**config.mk**
```make
export PLATFORM = sky130hd
export DESIGN_NAME = ula_op_sequencer
export DESIGN_NICKNAME = d
export VERILOG_FILES = /design/src/rtl/ula_op_sequencer.sv
export SDC_FILE = /design/constraint.sdc
export NUM_CORES = 1
export LEC_CHECK = 0
export CAP_MARGIN = 20
export CORE_MARGIN = 2
export CORE_UTILIZATION = 46
export CTS_CLUSTER_SIZE = 25
export DETAILED_ROUTE_END_ITERATION = 10
export PLACE_DENSITY = 0.85
export SETUP_SLACK_MARGIN = 0.4
export SYNTH_ARGS = -nofsm -noshare
export SYNTH_HDL_FRONTEND = slang
export SYNTH_SLANG_ARGS = --single-unit
export TNS_END_PERCENT = 10
```
**constraint.sdc**
```tcl
create_clock -name clk -period 4.79 [get_ports clk]
set_input_delay 0.7185 -clock clk [delete_from_list [all_inputs] [get_ports clk]]
set_output_delay 0.7185 -clock clk [all_outputs]
set_load 0.005 [all_outputs]
```
**src/rtl/ula_op_sequencer.sv**
```systemverilog
// Control sequencer for the ULA operations block: pops operands from the data stack,
// strobes the ULA operand/overflow/compare registers and pushes the result back.
module ula_op_sequencer #(
    parameter int DATA_WIDTH = 8,
    parameter int ADDR_WIDTH = 12
) (
    input  logic                  clk,
    input  logic                  rst_n,
    input  logic                  OP_VALID_IN,
    input  logic [3:0]            OP_CODE_IN,
    input  logic [DATA_WIDTH-1:0] OP_DATA_IN,
    output logic                  OP_READY_OUT,
    output logic                  DONE_OUT,
    output logic                  ERR_UNDERFLOW_OUT,
    output logic                  ERR_FULL_OUT,
    output logic [ADDR_WIDTH-1:0] STACK_ADDR_OUT,
    output logic                  STACK_WE_OUT,
    output logic [DATA_WIDTH-1:0] STACK_WDATA_OUT,
    input  logic [DATA_WIDTH-1:0] STACK_RDATA_IN,
    output logic [DATA_WIDTH-1:0] ULA_OPERAND_OUT,
    output logic                  CTRL_REG_OP1,
    output logic                  CTRL_REG_OP2,
    output logic                  CTRL_REG_OVERFLOW,
    output logic                  CTRL_STACK_COMP,
    output logic [3:0]            SEL_ULA,
    input  logic [DATA_WIDTH-1:0] ULA_RESULT_IN,
    output logic [ADDR_WIDTH-1:0] TOS_OUT,
    output logic [ADDR_WIDTH:0]   COUNT_OUT,
    output logic [2:0]            state_dbg
);

    // Handshake: an opcode transfers on any rising edge where OP_VALID_IN and
    // OP_READY_OUT are both high; OP_READY_OUT is high only in IDLE, so at most one
    // opcode is in flight and the requester may change its inputs freely otherwise.

    typedef enum logic [2:0] {
        IDLE = 3'd0,
        RD1  = 3'd1,
        LD1  = 3'd2,
        RD2  = 3'd3,
        LD2  = 3'd4,
        EXEC = 3'd5,
        PUSH = 3'd6,
        ERR  = 3'd7
    } state_t;

    localparam logic [3:0]          CODE_NOT  = 4'b1000;
    localparam logic [3:0]          CODE_PUSH = 4'b1111;
    localparam logic [ADDR_WIDTH:0] CNT_ONE   = (ADDR_WIDTH + 1)'(1);
    localparam logic [ADDR_WIDTH:0] CNT_FULL  = {1'b1, {ADDR_WIDTH{1'b0}}};

    state_t                state_q, state_d;
    logic [ADDR_WIDTH:0]   count_q, count_d;
    logic [3:0]            code_q;
    logic [DATA_WIDTH-1:0] data_q;
    logic                  err_full_q, err_full_d;
    logic                  accept;
    logic [1:0]            needed;
    logic [ADDR_WIDTH:0]   count_m1;
    logic [ADDR_WIDTH:0]   needed_ext;

    assign count_m1   = count_q - CNT_ONE;
    assign needed_ext = {{(ADDR_WIDTH - 1){1'b0}}, needed};
    assign accept     = OP_VALID_IN && (state_q == IDLE);

    always_comb begin
        if (OP_CODE_IN == CODE_PUSH) begin
            needed = 2'd0;
        end else if (OP_CODE_IN == CODE_NOT) begin
            needed = 2'd1;
        end else begin
            needed = 2'd2;
        end
    end

    always_ff @(posedge clk) begin
        if (!rst_n) begin
            state_q    <= IDLE;
            count_q    <= '0;
            code_q     <= '0;
            data_q     <= '0;
            err_full_q <= 1'b0;
        end else begin
            state_q    <= state_d;
            count_q    <= count_d;
            err_full_q <= err_full_d;
            if (accept) begin
                code_q <= OP_CODE_IN;
                data_q <= OP_DATA_IN;
            end
        end
    end

    always_comb begin
        state_d           = state_q;
        count_d           = count_q;
        err_full_d        = err_full_q;
        OP_READY_OUT      = 1'b0;
        DONE_OUT          = 1'b0;
        ERR_UNDERFLOW_OUT = 1'b0;
        ERR_FULL_OUT      = 1'b0;
        STACK_ADDR_OUT    = '0;
        STACK_WE_OUT      = 1'b0;
        STACK_WDATA_OUT   = '0;
        ULA_OPERAND_OUT   = '0;
        CTRL_REG_OP1      = 1'b0;
        CTRL_REG_OP2      = 1'b0;
        CTRL_REG_OVERFLOW = 1'b0;
        CTRL_STACK_COMP   = 1'b0;
        SEL_ULA           = 4'b1111;

        unique case (state_q)
            IDLE: begin
                OP_READY_OUT = 1'b1;
                if (OP_VALID_IN) begin
                    if (count_q < needed_ext) begin
                        state_d    = ERR;
                        err_full_d = 1'b0;
                    end else if (OP_CODE_IN == CODE_PUSH && count_q == CNT_FULL) begin
                        state_d    = ERR;
                        err_full_d = 1'b1;
                    end else if (OP_CODE_IN == CODE_PUSH) begin
                        state_d = PUSH;
                    end else begin
                        state_d = RD1;
                    end
                end
            end
            RD1: begin
                STACK_ADDR_OUT = count_m1[ADDR_WIDTH-1:0];
                state_d        = LD1;
            end
            LD1: begin
                ULA_OPERAND_OUT = STACK_RDATA_IN;
                CTRL_REG_OP1    = 1'b1;
                count_d         = count_m1;
                state_d         = (code_q == CODE_NOT) ? EXEC : RD2;
            end
            RD2: begin
                STACK_ADDR_OUT = count_m1[ADDR_WIDTH-1:0];
                state_d        = LD2;
            end
            LD2: begin
                ULA_OPERAND_OUT = STACK_RDATA_IN;
                CTRL_REG_OP2    = 1'b1;
                count_d         = count_m1;
                state_d         = EXEC;
            end
            EXEC: begin
                SEL_ULA  = code_q;
                DONE_OUT = 1'b1;
                // Arithmetic/logic results go back on the stack; compares only set a bit
                // at the post-pop top-of-stack position.
                if (code_q <= CODE_NOT) begin
                    STACK_WE_OUT      = 1'b1;
                    STACK_ADDR_OUT    = count_q[ADDR_WIDTH-1:0];
                    STACK_WDATA_OUT   = ULA_RESULT_IN;
                    count_d           = count_q + CNT_ONE;
                    CTRL_REG_OVERFLOW = (code_q <= 4'b0100);
                end else begin
                    CTRL_STACK_COMP = 1'b1;
                end
                state_d = IDLE;
            end
            PUSH: begin
                STACK_WE_OUT    = 1'b1;
                STACK_ADDR_OUT  = count_q[ADDR_WIDTH-1:0];
                STACK_WDATA_OUT = data_q;
                count_d         = count_q + CNT_ONE;
                DONE_OUT        = 1'b1;
                state_d         = IDLE;
            end
            ERR: begin
                DONE_OUT          = 1'b1;
                ERR_FULL_OUT      = err_full_q;
                ERR_UNDERFLOW_OUT = !err_full_q;
                state_d           = IDLE;
            end
            default: state_d = IDLE;
        endcase
    end

    assign TOS_OUT   = count_q[ADDR_WIDTH-1:0];
    assign COUNT_OUT = count_q;
    assign state_dbg = state_q;

endmodule

```
* After elaboration in Yosys (flattened, before gate mapping)
Index checks and enable logic that the tools add are counted.
Cells by class: add/sub/neg operators 2, $lt $le $gt $ge 3, equal/unequal tests 13, muxes and demuxes 30, reduce and logical (&&, ||, !) cells 11
Operators with widths (number):
- $pmux W13 S3 | 1
- $pmux W12 S3 | 1
- $pmux W3 S6 | 1
- $mux W8 | 2
- $pmux W8 S2 | 1
- $mux W3 | 5
- $add A13 B1 Y13 const B | 1
- $eq A13 B13 Y1 const B | 1
- $lt A13 B2 Y1 | 1
- $mux W1 | 13
- $mux W13 | 1
- $sub A13 B1 Y13 const B | 1
- $eq A3 B3 Y1 const B | 4
- $eq A4 B4 Y1 const B | 3
- $mux W12 | 1
- $eq A3 B2 Y1 const B | 2
- $le A4 B3 Y1 const B | 1
- $le A4 B4 Y1 const B | 1
- $mux W2 | 2
- $mux W4 | 1
- $ne A2 B2 Y1 const B | 2
- $reduce_or A2 Y1 | 2
- $eq A3 B1 Y1 const B | 1
- $logic_not A3 Y1 | 1
- 8 further kinds | 9
Word-level totals: flip-flop bits (word level) 29, input bits 31, output and inout bits 69, word-level logic and storage cells 64

* Logic depth before layout (Yosys ltp)
Gate-level depths: netlist of run 1.
depth after elaboration 7, gate-level depth with buffers 9, mapped depth without buffers 7

* Worst setup path after synthesis of run 1
OpenSTA, ideal clock, no wires.
path kind register -> output, start reg count_q[0] (netlist: COUNT_OUT[0]), end out STACK_ADDR_OUT[10], arrival time 1883 ps, required time 4072 ps, slack 2189 ps, stages on the path, launching flop included 10, buffers on the path 2, cells stage by stage dfxtp_1 > clkbuf_1 > inv_1 > ha_1 > or4b_1 > buf_2 > nor3_4 > nor2_1 > o21ai_0 > o21ai_0
On the way: longest elaborated chain between the ends 2
Ends and longest elaborated chain:
- start, declared | line 53 | logic [ADDR_WIDTH:0] count_q, count_d;
- start signal, assigned | line 85 | count_q <= count_d;
- $sub A13 B1 Y13 | line 62 | assign count_m1 = count_q - CNT_ONE;
- $pmux W12 S3 | line 112 | unique case (state_q)
- end, declared | line 16 | output logic [ADDR_WIDTH-1:0] STACK_ADDR_OUT,
No other way between the ends.

* Worst setup path after layout of run 1
Ends and elaborated chain as after synthesis.

==> run summary, run 1 <==
crit path capture type: primary output
drt wl/cell: 14.9 um
CTS sink count: 29
maximum VDD drop: 0.000419 V
min Tclk post-route: 3.50 ns
syn_nets: 351
layout cell share with drive strength beyond 1: 5.15%
grt total ovfl: 0
ys async rst share: 0%
Slew Limit Headroom: 49.3%
DR vias: 2,541
Clock Skews: 0.00813 ns
clock network power share: 10.1%
Placer Congestion: 0.893
status: completed
CP Data Arrival Time: 2.78 ns
Die Footprint: 5530 sq um
Clk pin slew, worst setup/hold paths: 0.07 ns
Slowest cell on crit path: or4b_1
Synth Area in Simple Gates: 34.9%
Clock Latency Late Sink: 0.29 ns
Seq pwr share: 25.0%
final antenna diode count: 0
Final #Nets: 421
Final Hold Vio Count: 0
fmax: 286 MHz
met3 wire length: 454 um
CTS-repair resized insts: 0
vias in the first global route: 2,197
Switching Share: 44.7%
DRC viols: 0
worst hold-check path type: flop to flop
Total Routed Length: 6780 um
setup violators final: 0
# IOs: 100
first-pass GRT wire length: 10,500 um
Post-DP HPWL: 4960 um
CP Launch Type: flop
FP Rows: 25
fin crit share: 73.1%
Inserted Clock Buffers: 5
worst-path cell chain: inv_1 -> ha_1 -> or4b_1 -> nor3_4 -> nand2_1 -> o21ai_0 -> clkdlybuf4s50_1
hold buffers post-CTS: 0
drt first pass iters: 5
register bit total from synthesis: 29
Layout area overhead: 42.1%
Compound-Gate Fraction of Synth Area: 22.7%
routed length on met1: 3020 um
combinational family with the most area after synthesis: simple AND/OR/NAND/NOR gates
top routing layer used: met4
Least-Margin Pin Slew: 0.758 ns
GRT Resource Usage Total: 24.4%
Post-Synthesis Cells: 317
root buf cell: clkbuf_8
Synth Flop Type: dfxtp_1
TNS Setup: 0 ns
crit-path max FO: 13
Pint: 1.09 mW
post-synthesis cell type count: 54
mux cell area share after synthesis: 2.64%
DR iter-0 viols: 192
fin cells: 455
Crit path largest cell delay: 0.62 ns
CP bufs+invs: 2
FILL cells: 423
Comb power frac: 64.8%
Port Buf Inserts: 99
critical path type: flop to primary output
WL met2: 3210 um
register area share after synthesis: 25.5%
Min Hold Slack: 0.462 ns
CP required: 4.07 ns
Post-CTS Setup Repair Bufs: 0
pwr dens: 611 nW/um^2
Max H-tree Level: 2
maximum buffer depth of the clock tree: 2
core area: 4750 sq um
largest net degree at the start of global routing: 21
Die Ht: 74.4 um
initial antenna violation count: 0
Synth Warn #: 0
total leakage power: 1.19 nW
Sw Pwr: 883 uW
max-cap violations: 0
syn_area_per_cell: 7.18 sq um
Slew Limit Fails: 0
Adder-Cell Fraction of Synth Area: 1.65%
number of synthesized flops with an enable pin: 0
Initial Util: 47.9%
CTS tree: yes
xor and xnor area share after synthesis: 2.69%
RSZ-0062 raised after global routing: no
placed cell count: 447
Netlist Area Pre-Place: 2280 sq um
via/cell ratio: 5.58
delay-heaviest family, CP: simple AND/OR/NAND/NOR gates
Die W: 74.4 um
Detail Route Antenna Nets: 0
==> path summary, 6_finish.rpt <==
| kind | startpoint | to | slack (ns) | cells after the start |
|---|---|---|---|---|
| setup / recovery | COUNT_OUT[0] | STACK_ADDR_OUT[10] | 1.29 | 7 |
| setup reg to reg | COUNT_OUT[0] | err_full_q | 2.49 | 7 |
| hold / removal | data_q[3] | data_q[3] | 0.46 | 2 |
| hold reg to reg | data_q[3] | data_q[3] | 0.46 | 2 |
==> Yosys cell counts, types with 5 or more instances <==
library cell / number / area, sq um
inv_1: 5 / 18.8
clkbuf_1: 18 / 67.6
nor2_1: 22 / 82.6
and3_1: 6 / 37.5
and2_1: 13 / 81.3
dfxtp_1: 29 / 581
mux2i_1: 6 / 60.1
nand3_1: 12 / 60.1
nand2b_1: 5 / 31.3
nor2b_1: 6 / 37.5
a22o_1: 8 / 70.1
a21oi_1: 23 / 115
o21ai_0: 18 / 90.1
nand2_1: 49 / 184
nor3_1: 8 / 40.0
buf_4: 13 / 97.6
==> final cells by class <==
cell class,instances,area (sq um),area share [%]
Clock buffer,5,68.8,2.13
Inverter,6,22.5,0.696
Tap cell,67,83.8,2.59
Sequential cell,29,581,17.9
Timing Repair Buffer,99,991,30.6
Multi-Input combinational cell,246,1470,45.5
Clock inverter,3,17.5,0.541
==> stage by stage <==
| stage | cell area, sq um | power (mW) | setup slack (ns) | util (%) |
|---|---|---|---|---|
| floorplan | 2280 | 1.28 | 2.19 | - |
| global placement | 3150 | 1.74 | 1.70 | 66.2 |
| detailed placement | 3150 | 1.77 | 1.61 | 66.2 |
| CTS | 3240 | 1.98 | 1.29 | 68.1 |
| global route | 3240 | 2.14 | 1.11 | 68.1 |
| finish | 3240 | 1.98 | 1.29 | 68.1 |
==> registers in the layout, summed over array words and instances (netlist names) <==
register	count
state_dbg	3
err_full_q	1
code_q	4
data_q	8
COUNT_OUT	13
==> layer usage <==
| layer | up-vias | global-route usage, % |
|---|---|---|
| li1 | 1256 | - |
| met3 | 9 | 5.56 |
| met4 | 0 | 8.93 |
| met5 | - | 0 |
| met1 | 1178 | 33.1 |
| met2 | 98 | 37.9 |
==> cells in the final DEF (no fill, tap or decap), types with 3 or more instances in the layout <==
cell type,instances
nand3_1,12
inv_1,5
a21o_1,3
nor4_1,4
a22o_1,8
nand2b_1,5
and2_1,13
a21oi_1,23
clkbuf_8,5
or3_1,3
nor2_1,22
nand2_1,49
and3_1,6
or2_2,4
a31oi_1,3
o21ai_0,18
nand4_1,4
mux2i_1,6
nor2b_1,6
ha_1,3
nor3_1,8
xor2_1,4
o31ai_1,4
dfxtp_1,29
clkdlybuf4s50_1,99
and4_1,3
xnor2_1,3
==> power groups by stage <==
stage               clock [mW]  sequential (mW)  combinational, mW
CTS                      0.204            0.489               1.28
global placement             0            0.489               1.25
floorplan                    0            0.405              0.873
global route             0.213            0.517               1.41
detailed placement           0            0.494               1.27
finish                   0.200            0.495               1.28
==> tightest hold or removal path: cells and delay by family, from the launching register on <==
kind,cells,cell delay (ns)
compound gates,1,0.05
simple gates,1,0.05
flops,1,0.31
==> logic make-up after synthesis <==
group	after synthesis
AO/OA/AOI/OAI	79
XOR/XNOR	7
adder cells (fa/ha/maj)	3
buffers and inverters	42
flip-flops	29
multiplexers	6
AND/OR/NAND/NOR	151
No activity file was read; power rests on OpenSTA's default activity.
==> run 2: changes to the inputs <==
CORE_UTILIZATION = 39   (was 46)
PLACE_DENSITY = 0.76   (was 0.85)
clock period = 3 ns   (was 4.79 ns; I/O delays follow)
==> run summary, run 2 (same netlist as run 1, synthesis figures left out) <==
fin crit share: 91.5%
setup ws final: 0.254 ns
Pint: 2.15 mW
Least-Margin Pin Slew: 0.755 ns
CP bufs+invs: 1
CP Launch Type: flop
Max H-tree Level: 2
via/cell ratio: 5.60
fmax: 364 MHz
Comb power frac: 69.4%
crit path capture type: primary output
maximum buffer depth of the clock tree: 2
most used cell, CP: or4_4
RSZ-0062 raised after global routing: yes
FP Rows: 27
largest net degree at the start of global routing: 21
Die Footprint: 6470 sq um
Cell Area, Placed: 3280 sq um
TNS Setup: 0 ns
initial antenna violation count: 0
total leakage power: 1.36 nW
CP required: 2.55 ns
min Tclk post-route: 2.75 ns
most common cell after layout, fill and taps aside: clkdlybuf4s50_1
max-cap violations: 0
GRT Resource Usage Total: 22.7%
CP Data Arrival Time: 2.30 ns
Layout area overhead: 55.0%
max reg flops: 13
Switching Share: 42.2%
most frequent cells in the layout: clkdlybuf4s50_1 (95), nand2_1 (49), dfxtp_1 (23), a21oi_1 (23)
first-pass GRT wire length: 11,700 um
Post-DP HPWL: 5200 um
layout cell share with drive strength beyond 1: 14.1%
worst-path cell chain: or4_4 -> or4_4 -> or3_1 -> o21ai_0 -> dlygate4sd2_1
Crit path largest cell delay: 0.56 ns
Slowest cell on crit path: or4_4
Total Routed Length: 7640 um
Die Ht: 80.4 um
final antenna diode count: 0
critical path type: flop to primary output
pwr dens: 1060 nW/um^2
Detail Route Antenna Nets: 0
# IOs: 100
CTS sink count: 29
fin area: 3530 sq um
Final Hold Vio Count: 0
Setup WS pre-CTS: 0.108 ns
root buf cell: clkbuf_8
Slew Limit Fails: 0
drt wl/cell: 15.8 um
Inserted Clock Buffers: 5
Clock Latency Late Sink: 0.29 ns
CTS tree: yes
DRC viols: 0
vias in the first global route: 2,439
DR iter-0 viols: 290
Seq pwr share: 19.3%
Clk pin slew, worst setup/hold paths: 0.07 ns
grt total ovfl: 0
Placer Congestion: 0.858
DR vias: 2,703
maximum VDD drop: 0.000568 V
Port Buf Inserts: 99
Final #Nets: 444
Die W: 80.4 um
Clock Skews: 0.00714 ns
Initial Util: 40.9%
clock network power share: 11.3%
fin cells: 483
drt first pass iters: 5
Layout Utilization: 63.3%
core area: 5570 sq um
status: completed
worst hold-check path type: flop to flop
setup violators final: 0
placed cell count: 468
crit-path max FO: 4
hold buffers post-CTS: 0
Slew Limit Headroom: 49.7%
Sw Pwr: 1.57 mW
delay-heaviest family, CP: simple AND/OR/NAND/NOR gates
-- run 2: tightest hold or removal path, cell delays in order (launching register included) --
cell and delay [ns]:
dfxtp_1 0.31, nand2_1 0.05, a21oi_1 0.05
-- run 2: timing repair --
action	in CTS	in global routing
setup endpoints to repair	23	33
pin swaps	2	3
cloned	0	1
setup buffers	1	5
gates resized for setup	9	20
-- run 2: final cells by class --
| type | instances | area, sq um |
|---|---|---|
| inverter | 6 | 22.5 |
| sequential | 29 | 593 |
| clock buffer | 7 | 86.3 |
| clock inverter | 1 | 30.0 |
| fill | 484 | 2040 |
| tap | 72 | 90.1 |
| multi-input combinational | 247 | 1540 |
| timing repair buffer | 121 | 1160 |
-- run 2: final timing paths --
path,from,end,slack (ns),cells past startpoint
worst max-delay path,COUNT_OUT[5],STACK_ADDR_OUT[11],0.25,5
worst min-delay path,data_q[3],data_q[3],0.46,2
worst max register to register,state_dbg[0],COUNT_OUT[5],0.91,7
worst min register to register,data_q[3],data_q[3],0.46,2
-- run 2: per-layer routing --
layer  GRT usage (%)  vias to the layer above  wire length, um
li1                -                     1303                -
met4            9.49                        0              184
met2            34.3                      136             3630
met1            32.0                     1242             3240
met3            3.48                       22              581
met5               0                        -                0
-- run 2: power groups by stage --
stage / Sequential, mW / Clock [mW] / Combinational (mW)
floorplan: 0.647 / 0 / 1.39
global placement: 0.688 / 0 / 2.26
detailed placement: 0.693 / 0 / 2.28
CTS: 0.689 / 0.426 / 2.36
global route: 0.743 / 0.444 / 2.81
finish: 0.721 / 0.421 / 2.59
-- run 2: per-stage QoR --
stage                     hold WS [ns]  power, mW
after detailed placement         0.446       2.98
after CTS                        0.455       3.47
after global routing             0.499       3.99
final                            0.456       3.73
after floorplan                  0.436       2.04
after global placement           0.444       2.94
